### src/rtl/sprite_pkg.sv
// Shared pixel type and default colour-key / sync-polarity values for the
// sprite compositing path.
package sprite_pkg;

  localparam int           PIX_WIDTH     = 12;
  localparam logic [11:0]  COLOR_KEY_DEF = 12'h0F0;
  localparam logic         SYNC_POL_DEF  = 1'b0;

  typedef logic [PIX_WIDTH-1:0] pixel_t;

endpackage

### src/rtl/delay_line.sv
// Fixed-depth shift register whose every stage resets to a caller-chosen
// value, so sync bits can idle at their inactive level.
module delay_line #(
  parameter int               WIDTH = 8,
  parameter int               DEPTH = 2,
  parameter logic [WIDTH-1:0] INIT  = '0
) (
  input  logic             clk,
  input  logic             rst,
  input  logic [WIDTH-1:0] din,
  output logic [WIDTH-1:0] dout
);

  logic [WIDTH-1:0] stage [DEPTH];

  always_ff @(posedge clk) begin
    if (rst) begin
      for (int i = 0; i < DEPTH; i++) stage[i] <= INIT;
    end else begin
      stage[0] <= din;
      for (int i = 1; i < DEPTH; i++) stage[i] <= stage[i-1];
    end
  end

  assign dout = stage[DEPTH-1];

endmodule

### src/rtl/sprite_compositor.sv
// Fetches sprite texels, aligns video timing to ROM latency, colour-key
// composites over the background and reports per-frame hazard collisions.
module sprite_compositor
  import sprite_pkg::*;
#(
  parameter int                AWIDTH      = 16,
  parameter int                PWIDTH      = PIX_WIDTH,
  parameter int                ROM_LATENCY = 2,
  parameter logic [PWIDTH-1:0] COLOR_KEY   = COLOR_KEY_DEF,
  parameter logic              SYNC_POL    = SYNC_POL_DEF
) (
  input  logic              clk,
  input  logic              rst,
  input  logic [AWIDTH-1:0] in_addr,
  input  logic              in_valid,
  input  logic              in_de,
  input  logic              in_hsync,
  input  logic              in_vsync,
  input  logic [PWIDTH-1:0] bg_pixel,
  input  logic              bg_hazard,
  output logic [AWIDTH-1:0] rom_addr,
  output logic              rom_en,
  input  logic [PWIDTH-1:0] rom_data,
  output logic [PWIDTH-1:0] out_pixel,
  output logic              out_de,
  output logic              out_hsync,
  output logic              out_vsync,
  output logic              collision,
  output logic              collision_stb
);

  localparam int               BUS_W    = PWIDTH + 5;
  localparam logic [BUS_W-1:0] BUS_INIT = {2'b00, ~SYNC_POL, ~SYNC_POL, 1'b0, {PWIDTH{1'b0}}};

  function automatic logic opaque(input logic [PWIDTH-1:0] texel);
    return texel != COLOR_KEY;
  endfunction

  logic [BUS_W-1:0]  bus_p0, bus_p1;
  logic              vld_p1, de_p1, hsync_p1, vsync_p1, hazard_p1;
  logic [PWIDTH-1:0] bg_p1;
  logic              opaque_p1, hit_p1, frame_end_p1;
  logic              accum;

  assign rom_addr = in_addr;
  assign rom_en   = in_valid & in_de;

  // p0 -> p1: side-band delayed to meet rom_data
  assign bus_p0 = {in_valid, in_de, in_hsync, in_vsync, bg_hazard, bg_pixel};

  delay_line #(
    .WIDTH (BUS_W),
    .DEPTH (ROM_LATENCY),
    .INIT  (BUS_INIT)
  ) u_dly (
    .clk  (clk),
    .rst  (rst),
    .din  (bus_p0),
    .dout (bus_p1)
  );

  assign {vld_p1, de_p1, hsync_p1, vsync_p1, hazard_p1, bg_p1} = bus_p1;

  assign opaque_p1    = opaque(rom_data);
  assign hit_p1       = de_p1 & vld_p1 & opaque_p1 & hazard_p1;
  // out_vsync holds the previous vsync_p1, which gives the edge detect for free
  assign frame_end_p1 = (vsync_p1 == SYNC_POL) && (out_vsync != SYNC_POL);

  // p1 -> output register
  always_ff @(posedge clk) begin
    if (rst) begin
      out_pixel     <= '0;
      out_de        <= 1'b0;
      out_hsync     <= ~SYNC_POL;
      out_vsync     <= ~SYNC_POL;
      collision     <= 1'b0;
      collision_stb <= 1'b0;
      accum         <= 1'b0;
    end else begin
      out_de    <= de_p1;
      out_hsync <= hsync_p1;
      out_vsync <= vsync_p1;
      if (!de_p1)                     out_pixel <= '0;
      else if (vld_p1 && opaque_p1)   out_pixel <= rom_data;
      else                            out_pixel <= bg_p1;
      collision_stb <= frame_end_p1;
      if (frame_end_p1) begin
        collision <= accum | hit_p1;
        accum     <= 1'b0;
      end else if (hit_p1) begin
        accum <= 1'b1;
      end
    end
  end

endmodule
### config.mk
export PLATFORM = sky130hd
export DESIGN_NAME = sprite_compositor
export DESIGN_NICKNAME = d
export VERILOG_FILES = /design/src/rtl/sprite_pkg.sv /design/src/rtl/delay_line.sv /design/src/rtl/sprite_compositor.sv
export SDC_FILE = /design/constraint.sdc
export NUM_CORES = 1
export LEC_CHECK = 0
export CAP_MARGIN = 20
export CORE_MARGIN = 2
export CORE_UTILIZATION = 42
export CTS_CLUSTER_DIAMETER = 50
export DETAILED_ROUTE_END_ITERATION = 6
export PLACE_DENSITY = 0.79
export SYNTH_ARGS = -nofsm -noshare
export SYNTH_HDL_FRONTEND = slang
export SYNTH_SLANG_ARGS = --single-unit
### constraint.sdc
create_clock -name clk -period 1.9 [get_ports clk]
set_input_delay 0.38 -clock clk [delete_from_list [all_inputs] [get_ports clk]]
set_output_delay 0.38 -clock clk [all_outputs]
set_load 0.05 [all_outputs]
# Yosys cells after proc, flatten, opt, wreduce, memory -nomap -nowiden
# Memory sizes are Yosys's and may differ from the RTL's.
# Index checks and enable logic that the tools add are counted.
[classes]
eq_ne = 1
muxes = 6
n_reduce_logical = 4
bitwise_logic = 9
[ops]
columns = ["cell", "n"]
rows = [
  ["17-bit two-way mux", 2],
  ["12-bit two-way mux", 1],
  ["12-bit by 8-bit != test with 1-bit output, second input constant", 1],
  ["1-bit bitwise AND", 4],
  ["2-bit OR reduction", 2],
  ["1-bit two-way mux", 3],
  ["1-bit bitwise OR", 3],
  ["1-bit logical AND", 2],
  ["1-bit inverter", 2],
]
[totals]
register_bits = 18
n_memories = 1
wordCells = 28
ram_bits = 34
input_bits = 47
[mem_list]
columns = ["memory", "depth", "word_bits", "read_ports", "rd_ports_with_merged_regs", "wr", "line", "rtl"]
rows = [
  ["u_dly.stage", 2, 17, 2, 0, 2, "delay_line.sv:14", "logic [WIDTH-1:0] stage [DEPTH];"],
]

# Logic depth before layout (Yosys ltp)
# Gate-level depths: netlist of the first run.
[logic_depth]
word_depth = 4
mapped_depth = 4
depth_no_buf = 3

# Cells and area by module
# A second synthesis of the first run with hierarchy kept.
[unflattened]
hier_cells = 198
area_unflattened_um2 = 2033.2
[by_module_without_submodules]
columns = ["module", "cells_per_inst", "area_per_inst_um2", "seq_area_each_um2", "n_inst"]
rows = [
  ["delay_line", 88, 1042.2, 680.7, 1],
  ["sprite_compositor", 110, 991.0, 360.3, 1],
]

# Worst setup path before layout of the first run
# Ideal clock, no wire load.
[synth_timing]
path_type = "input to register"
from = "input port rom_data[9]"
to = "register collision"
setup_time_ns = 0.132
arrival_ns = 1.342
slack_ns = 0.426
stages = 3
path_cell_list = "or4b_1 o311ai_2 o211ai_1"
[synth_between]
elab_chain_cells = 4
[synth_rtl]
columns = ["element", "line", "rtl"]
rows = [
  ["start, declared", "sprite_compositor.sv:23", "input logic [PWIDTH-1:0] rom_data,"],
  ["12-bit by 8-bit != test with 1-bit output", "sprite_compositor.sv:36", "return texel != COLOR_KEY;"],
  ["1-bit bitwise AND (2 in series)", "sprite_compositor.sv:65", "assign hit_p1 = de_p1 & vld_p1 & opaque_p1 & hazard_p1;"],
  ["1-bit bitwise OR", "sprite_compositor.sv:88", "collision <= accum | hit_p1;"],
  ["end signal, assigned", "sprite_compositor.sv:88", ""],
  ["end, declared", "sprite_compositor.sv:28", "output logic collision,"],
]
# No other way between the ends.
# A chain may end at the register's enable or synchronous reset.

# Worst setup path in the final report of the first run
[layout_timing]
from = "register out_vsync"
to = "output port out_vsync"
[layout_rtl]
columns = ["element", "line", "rtl"]
rows = [
  ["start, declared", "sprite_compositor.sv:27", "output logic out_vsync,"],
  ["start signal, assigned", "sprite_compositor.sv:75", "out_vsync <= ~SYNC_POL;"],
  ["start signal, assigned", "sprite_compositor.sv:82", "out_vsync <= vsync_p1;"],
]
# No word-level cell between the ends.

==> impl_metrics.json, run 1 <==
{
  "gp_congestion": 0.768,
  "drv_cap": 0,
  "crit_path_max_incr_delay_ns": 0.82,
  "synth_top_cell_by_area": "dfxtp_1",
  "h-tree-depth": 2,
  "layout_worst_path_cycle_share": 0.970,
  "grt_max_degree": 37,
  "initial_utilization": 0.437,
  "clockPowerShare": 0.318,
  "clock_skew_ns": 0.00382,
  "postCtsSetupBuffers": 0,
  "seqPwrFrac": 0.586,
  "layout.nets": 270,
  "yosysSeqAreaShare": 0.547,
  "dieArea_mm2": 0.00509,
  "max-slew-margin-rel": 0.657,
  "synth_fa_ha_area_frac": 0,
  "ctsHoldBuffers": 0,
  "synth-edff-count": 0,
  "grt_antenna_before_repair": 0,
  "clkLatencyLatePin_ns": 0.30,
  "synth_top_family_by_area": "simple AND/OR/NAND/NOR gates",
  "dieWidth_um": 71.3,
  "switching_share": 0.227,
  "start_kind": "flop",
  "hold_path.class": "flop to flop",
  "ys_top_cells_by_count": "dfxtp_1 (52), nor2b_1 (31), buf_4 (16), nand3_1 (13)",
  "postSynth.asyncResetShare": 0,
  "ys_types": 26,
  "synth_cells": 183,
  "powerDensity_mw_per_mm2": 787,
  "stdcell_count": 276,
  "syn2layout_area_growth_pct": 30.0,
  "grt-ovfl-total": 0,
  "timing.fmax_mhz": 543,
  "dp_slack_ns": -0.103,
  "setup_slack_ns": 0.0576,
  "wl_per_cell_um": 12.2,
  "rows": 24,
  "drc": 0,
  "pwr-share-comb": 0.096,
  "port_buffers": 48,
  "io_pins": 81,
  "outcome": "complete, no violations",
  "worst_pin_slew_ns": 0.512,
  "synth_compound_area_frac": 0.117,
  "diodes": 0,
  "cp_top_family": "buffers and inverters",
  "place_inst": 268,
  "synth_mux_area_frac": 0,
  "ys_ff_latch": 52,
  "power.leakage_nw": 0.898,
  "syn-num-nets": 230,
  "drt-initial-drc-count": 171,
  "finalHoldViolations": 0,
  "synthFlopType": "dfxtp_1",
  "p_sw_uw": 443,
  "synthXorXnorAreaFrac": 0,
  "critPathSlowestCell": "clkdlybuf4s50_1",
  "grt_pass1_wl_mm": 5.58,
  "cp_data_required_time_ns": 1.52,
  "min_period_ns": 1.84,
  "yosys-top-cells-area": "dfxtp_1 (55%), nor2b_1 (10%), buf_4 (6.3%)",
  "crit_chain": "clkdlybuf4s50_1",
  "drive_above_1_share": 0.129,
  "ant_nets": 0,
  "crit_fanout": 3,
  "grt_pass1_vias": 1246,
  "cts.clk_slew.worst_paths_ns": 0.09,
  "syn_area_mm2": 0.00190,
  "slew_viol_final": 0,
  "dr.pass1.iters": 4,
  "clock-sinks": 52,
  "grt_usage": 0.138,
  "rsz0062_at_grt": "no",
  "viasPerCell": 4.91,
  "synth_top_area_frac": 0.547,
  "core_mm2": 0.00435,
  "p_int_mw": 1.51,
  "ys_warn_count": 0,
  "synth_area_per_cell_um2": 10.4,
  "setup_viol": 0,
  "end_kind": "output port",
  "cts_repair_resize_count": 0,
  "cts_tree": "yes",
  "place_hpwl_mm": 2.41,
  "arrival_ns": 1.46,
  "num_vias": 1355,
  "peakVddDrop_v": 0.000310,
  "die_h_um": 71.3,
  "clockBufferDepth": 2,
  "critical_path_buf_inv_count": 1,
  "cts-root-buf": "clkbuf_8",
  "yosysMostFrequentCell": "dfxtp_1",
  "critPathKind": "flop to output port",
  "cts_made_buffers": 5,
  "synth_simple_gate_area_frac": 0.244,
  "drt_wl_total_mm": 3.38
}
## flip-flops by register name (all words and copies together), names as in the netlist
signal	cells
accum	1
out_hsync	1
collision_stb	1
u_dly.stage	34
out_de	1
collision	1
out_vsync	1
out_pixel	12
## metrics by stage
step | area [µm²] | util | power [mW] | TNS, ns | hold slack (ns)
finish | 2480 | 0.569 | 1.95 | 0 | 0.417
global route | 2480 | 0.569 | 2.03 | 0 | 0.447
CTS | 2480 | 0.569 | 1.97 | 0 | 0.422
detailed placement | 2390 | 0.548 | 1.36 | -0.223 | 0.399
global placement | 2390 | 0.548 | 1.35 | -0.0586 | 0.392
floorplan | 1900 | - | 1.33 | 0 | 0.389
## cell type report
type                       instances  area [µm²]
fill                             385        1880
sequential                        52        1040
multi-input combinational        101         688
timing repair buffer              60         581
clock buffer                       6        72.6
tap                               52        65.1
clock inverter                     2        17.5
inverter                           3        11.3
## cell families after synthesis
| logic type | count (synthesis) |
|---|---|
| AOI/OAI and AO/OA | 31 |
| buffers and inverters | 30 |
| DFF | 52 |
| and+or+nand+nor | 70 |
## routing by layer
| layer | track usage | vias up | part of all wire |
|---|---|---|---|
| li1 | - | 704 | - |
| met1 | 0.171 | 587 | 0.43 |
| met2 | 0.221 | 56 | 0.49 |
| met3 | 0.0366 | 8 | 0.075 |
| met4 | 0.0671 | 0 | 0.0062 |
| met5 | 0 | - | 0 |
## power groups by stage
stage	sequential, mW	clock, mW	combinational [mW]
floorplan	1.18	0	0.156
global placement	1.17	0	0.186
detailed placement	1.17	0	0.188
CTS	1.14	0.642	0.189
global route	1.15	0.681	0.204
finish	1.14	0.620	0.188
## cells in the final DEF (no fill, tap or decap)
cell	instances
a32oi_1	4
o21ai_0	5
and3_1	1
buf_4	12
nand4b_1	1
or4_1	1
dfxtp_1	52
nor2b_1	31
o211ai_1	8
clkbuf_8	5
a21oi_1	7
inv_6	2
inv_1	3
nand3_1	13
and2_1	1
a311oi_1	5
or4b_1	1
nor4b_2	1
o311ai_2	1
or2_2	6
clkdlybuf4s50_1	47
clkbuf_1	1
buf_12	1
and4b_1	5
nand2_1	2
a21o_1	1
nor3b_1	6
nor4_2	1
## worst paths after layout
check                           slack [ns]                from      endpoint  depth (start not counted)
worst max-delay path                  0.06           out_vsync     out_vsync                          1
worst min-delay path                  0.42  u_dly.stage[0][31]     out_hsync                          1
worst max register to register        0.50  u_dly.stage[0][33]  out_pixel[9]                          3
worst min register to register        0.42  u_dly.stage[0][31]     out_hsync                          1
No activity file was read; power rests on OpenSTA's default activity.
==> run 2: changes to the inputs <==
- SLEW_MARGIN: unset -> 40
- TNS_END_PERCENT: unset -> 20
==> results of run 2 <==
Final layout, timing and power as in run 1 (identical DEF).
==> run 3: changes to the inputs <==
- SLEW_MARGIN: 40 -> 20
- TNS_END_PERCENT: 20 -> 5
==> results of run 3 <==
Final layout, timing and power as in run 1 (identical DEF).
==> variant 1 (flow settings as in run 2) <==
Put a register stage on the output `rom_en`, cleared by the reset. The value now appears one clock later. The other outputs are not delayed to match.
--- a/src/rtl/sprite_compositor.sv
+++ b/src/rtl/sprite_compositor.sv
@@ -44,5 +44,11 @@
 
   assign rom_addr = in_addr;
-  assign rom_en   = in_valid & in_de;
+  always_ff @(posedge clk) begin
+    if (rst) begin
+      rom_en <= '0;
+    end else begin
+      rom_en <= in_valid & in_de;
+    end
+  end
 
   // p0 -> p1: side-band delayed to meet rom_data
Formal check against the unedited RTL: not equivalent (a bounded check fails within 4 cycles, from zero or initial values and one cycle with rst high).
==> variant 1 against run 2 <==
Via count rose by 3.8%. Register-to-register slack improved by 0.02 ns. Sequential cell count rose by 1. Total power rose by 2.1%. Setup slack got worse by 0.0020 ns. Fmax fell by 0.11%. Synthesized area rose by 0.53%. Routed wire length rose by 3.3%. Utilization fell by 0.10 points. Count of clock-buffer cells in the layout fell by 1. Critical path depth did not move. Cell area rose by 0.51%. Critical endpoint unchanged.
==> variant 1: results <==
[finish]
n_fill_cell = 396
register_area_mm2 = 0.00106
num-nonclk-inverters = 2
clock_buffers = 5
drive_gt1_frac = 0.129
final_cell_area_mm2 = 0.00249
bufAreaShareNonClock = 0.232
antenna-diode-count = 0
sequential_cell_total = 53
nMultiInputCombCells = 100
multi_input_area_share = 0.274
nonClockBufferCount = 61
final-clk-cell-share = 0.0382

[min_path]
worstHoldPathType = "register to register"
whs_endpoint = "u_dly.stage[0][30]"
hold_start = "u_dly.stage[0][13]"

[global_route]
global_route.usage.met1 = 0.180
met3_usage_in_global_routing = 0.0394
grt_first_pass_wirelength_um = 5810
grt_start_max_net_pins = 36
grt_use_met2 = 0.235
grt_use_total = 0.145
grt_pass1_vias = 1281

[synth]
synth_sequential_area_ratio = 0.554
synthesis.yosys.warnings = 0
post_synth_most_frequent_cells = "53 x sky130_fd_sc_hd__dfxtp_1, 31 x sky130_fd_sc_hd__nor2b_1, 16 x sky130_fd_sc_hd__buf_4"
synth.top_cells.by_area = "sky130_fd_sc_hd__dfxtp_1 55%, sky130_fd_sc_hd__nor2b_1 10%, sky130_fd_sc_hd__buf_4 6.3%, sky130_fd_sc_hd__nand3_1 3.4%, sky130_fd_sc_hd__o211ai_1 2.7%"
synthesis.nets = 229
netlist-cell-type-count = 27

[routing]
drt_iter0_drc = 224
met3RoutedLength_um = 267
top_layer_used = "met4"
detailroute.via_count = 1406
drt-met1-wl_um = 1510
wl_met2_um = 1660
detail_route.wl_per_cell_um = 12.7

[placed_design]
dpl_cell_area_mm2 = 0.00239
preCtsSetupSlack_ns = -0.144
place_hpwl_um = 2590
gp_routability_congestion = 0.847

[cts]
cts_root_buffer = "sky130_fd_sc_hd__clkbuf_8"
worst_skew_pair.late_latency_ns = 0.30
h-tree-depth = 2
cts_setup_buffers = 0

[power]
ir_worst_vdd_mv = 0.490
power.share.switching = 0.234
p_leak_nw = 0.923

[critical_path]
critical_path.reg2reg.endpoint = "out_pixel[9]"
ff2ff_setup_slack_ns = 0.52
worstReg2RegStart = "u_dly.stage[0][33]"
crit_family = "buffers and inverters"
critical-path-max-stage-delay_ns = 0.81
crit_arrival_ns = 1.46
critical_path.startpoint = "out_vsync"

[timing]
fmax_mhz = 542
clock_skew_ns = 0.00616
max_slew.worst_pin.slew_ns = 0.501

[outcome]
status = "finished clean"
## variant 1: cell families (layout without fill, tap and decap cells)
logic type,Yosys count,count (layout),synth area share
AO/OA/AOI/OAI,29,29,0.111
buffers and inverters,29,71,0.0895
flip-flops,53,53,0.554
AND/OR/NAND/NOR,71,71,0.245
## variant 1: stage by stage
stage / hold slack [ns] / power [W] / TNS [ns] / cells
finish: 0.416 / 0.00199 / 0 / 276
global placement: 0.392 / 0.00137 / -0.180 / 268
detailed placement: 0.403 / 0.00137 / -0.244 / 268
global route: 0.437 / 0.00208 / 0 / 276
CTS: 0.418 / 0.00201 / 0 / 276
floorplan: 0.389 / 0.00135 / 0 / 182
## variant 1: power groups by stage
stage	clock network (W)	logic, W	registers (W)
final	0.000641	0.000184	0.00116
after global routing	0.000717	0.000199	0.00117
after CTS	0.000657	0.000185	0.00116
after detailed placement	0	0.000184	0.00119
after global placement	0	0.000181	0.00119
after floorplan	0	0.000151	0.00120
==> variant 2 (flow settings as in run 2) <==
Without the edit above. The parameter `ROM_LATENCY` goes from 2 to 4.
--- a/src/rtl/sprite_compositor.sv
+++ b/src/rtl/sprite_compositor.sv
@@ -6,5 +6,5 @@
   parameter int                AWIDTH      = 16,
   parameter int                PWIDTH      = PIX_WIDTH,
-  parameter int                ROM_LATENCY = 2,
+  parameter int                ROM_LATENCY = 4,
   parameter logic [PWIDTH-1:0] COLOR_KEY   = COLOR_KEY_DEF,
   parameter logic              SYNC_POL    = SYNC_POL_DEF
Behaviour: not the same (a bounded check fails within 4 cycles, from zero or initial values and one cycle with rst high).
==> variant 2 against run 2 <==
Sequential cell count increased by 34. Routed wire length rose by 18%. Die area up 45%. Count of clock-buffer cells in the layout increased by 3. Total power increased by 65%. Sequential share of layout area increased by 7.1 points. The run now ends with design-rule violations left. Cell area up 42%. Via count up 29%. Synthesized area increased by 48%. Highest routed layer unchanged. Setup slack better by 0.0051 ns. Cell count rose by 36%.
==> variant 2: results <==
[outcome]
status = "finished, violations left"
failed_checks = "design-rule violations"

[power]
ir_worst_vdd_mv = 0.646
power.net_switching_w = 0.000751
comb_power_share = 0.055
power.internal_w = 0.00247
p_leak_nw = 1.32

[finish]
n_fill_cell = 577
drive_gt1_frac = 0.147
reg_top3 = "u_dly.stage x68, out_pixel x12"
net_total_in_the_final_layout = 341
stdcell_count = 376

[placed_design]
preCtsSetupSlack_ns = -0.146
place_hpwl_um = 2730
gp_routability_congestion = 0.771

[timing]
slew_headroom = 0.647

[cts]
h-tree-depth = 3
worst_skew_pair.late_latency_ns = 0.35

[synth]
synth_sequential_area_ratio = 0.612
postSynthAreaPerCell_um2 = 11.0
post_synth_most_frequent_cells = "86 x sky130_fd_sc_hd__dfxtp_1, 61 x sky130_fd_sc_hd__nor2b_1, 16 x sky130_fd_sc_hd__buf_4"
area_fraction_in_compound_gates_after_synthesis = 0.0792
synthesis.nets = 302
synth.top_cells.by_area = "sky130_fd_sc_hd__dfxtp_1 61%, sky130_fd_sc_hd__nor2b_1 14%, sky130_fd_sc_hd__buf_4 4.3%, sky130_fd_sc_hd__nand3_1 2.3%, sky130_fd_sc_hd__or2_2 2.2%"

[routing]
viasPerCell = 4.65
drcViolationCount = 7
dr.pass1.iters = 6

[critical_path]
critical-path-max-stage-delay_ns = 0.79
critical_path_fanout_max = 1

[min_path]
worstHoldPathType = "primary input to register"

[global_route]
grt_start_max_net_pins = 72
grt_use_total = 0.121
[variant 2: cell count changes after synthesis]
cell                       before  now
sky130_fd_sc_hd__or2_2          6   10
sky130_fd_sc_hd__buf_1          1    0
sky130_fd_sc_hd__clkbuf_1       8   13
sky130_fd_sc_hd__nor2b_1       31   61
sky130_fd_sc_hd__dfxtp_1       52   86
[variant 2: final timing paths]
check / from / end / slack [ns]
worst max-delay path: out_pixel[10] / out_pixel[10] / 0.06
worst min-delay path: rst / collision_stb / 0.38
worst max register to register: u_dly.stage[3][16] / out_pixel[10] / 0.50
worst min register to register: u_dly.stage[0][13] / u_dly.stage[1][13] / 0.41
[variant 2: cells by family (layout without fill, tap and decap cells)]
group | count (synthesis) | in the layout
simple gates | 104 | 104
compound gates | 31 | 31
flops | 86 | 86
buf+inv | 34 | 78
[variant 2: final cells by class]
cell class	count	area [um^2]	share of cell area
sequential	86	1720	0.491
multi-input combinational	135	901	0.257
timing repair buffer	59	578	0.165
clock buffer	9	124	0.0353
tap	77	96.3	0.0275
clock inverter	7	73.8	0.0211
inverter	3	11.3	0.00321
[variant 2: through the flow]
stage                     area (um^2)  hold slack [ns]  TNS, ns   util
after floorplan                  2810            0.389        0      -
after global placement           3310            0.391  -0.0706  0.515
after detailed placement         3310            0.392   -0.359  0.515
after CTS                        3500            0.371        0  0.545
after global routing             3510            0.379        0  0.546
final                            3510            0.384        0  0.546
[variant 2: routing by layer]
metal / wire length [um] / global-route usage / share of wire
met1: 1750 / 0.129 / 0.44
met5: 0 / 0 / 0
met3: 360 / 0.0693 / 0.090
met4: 22 / 0.0534 / 0.0055
met2: 1860 / 0.195 / 0.47
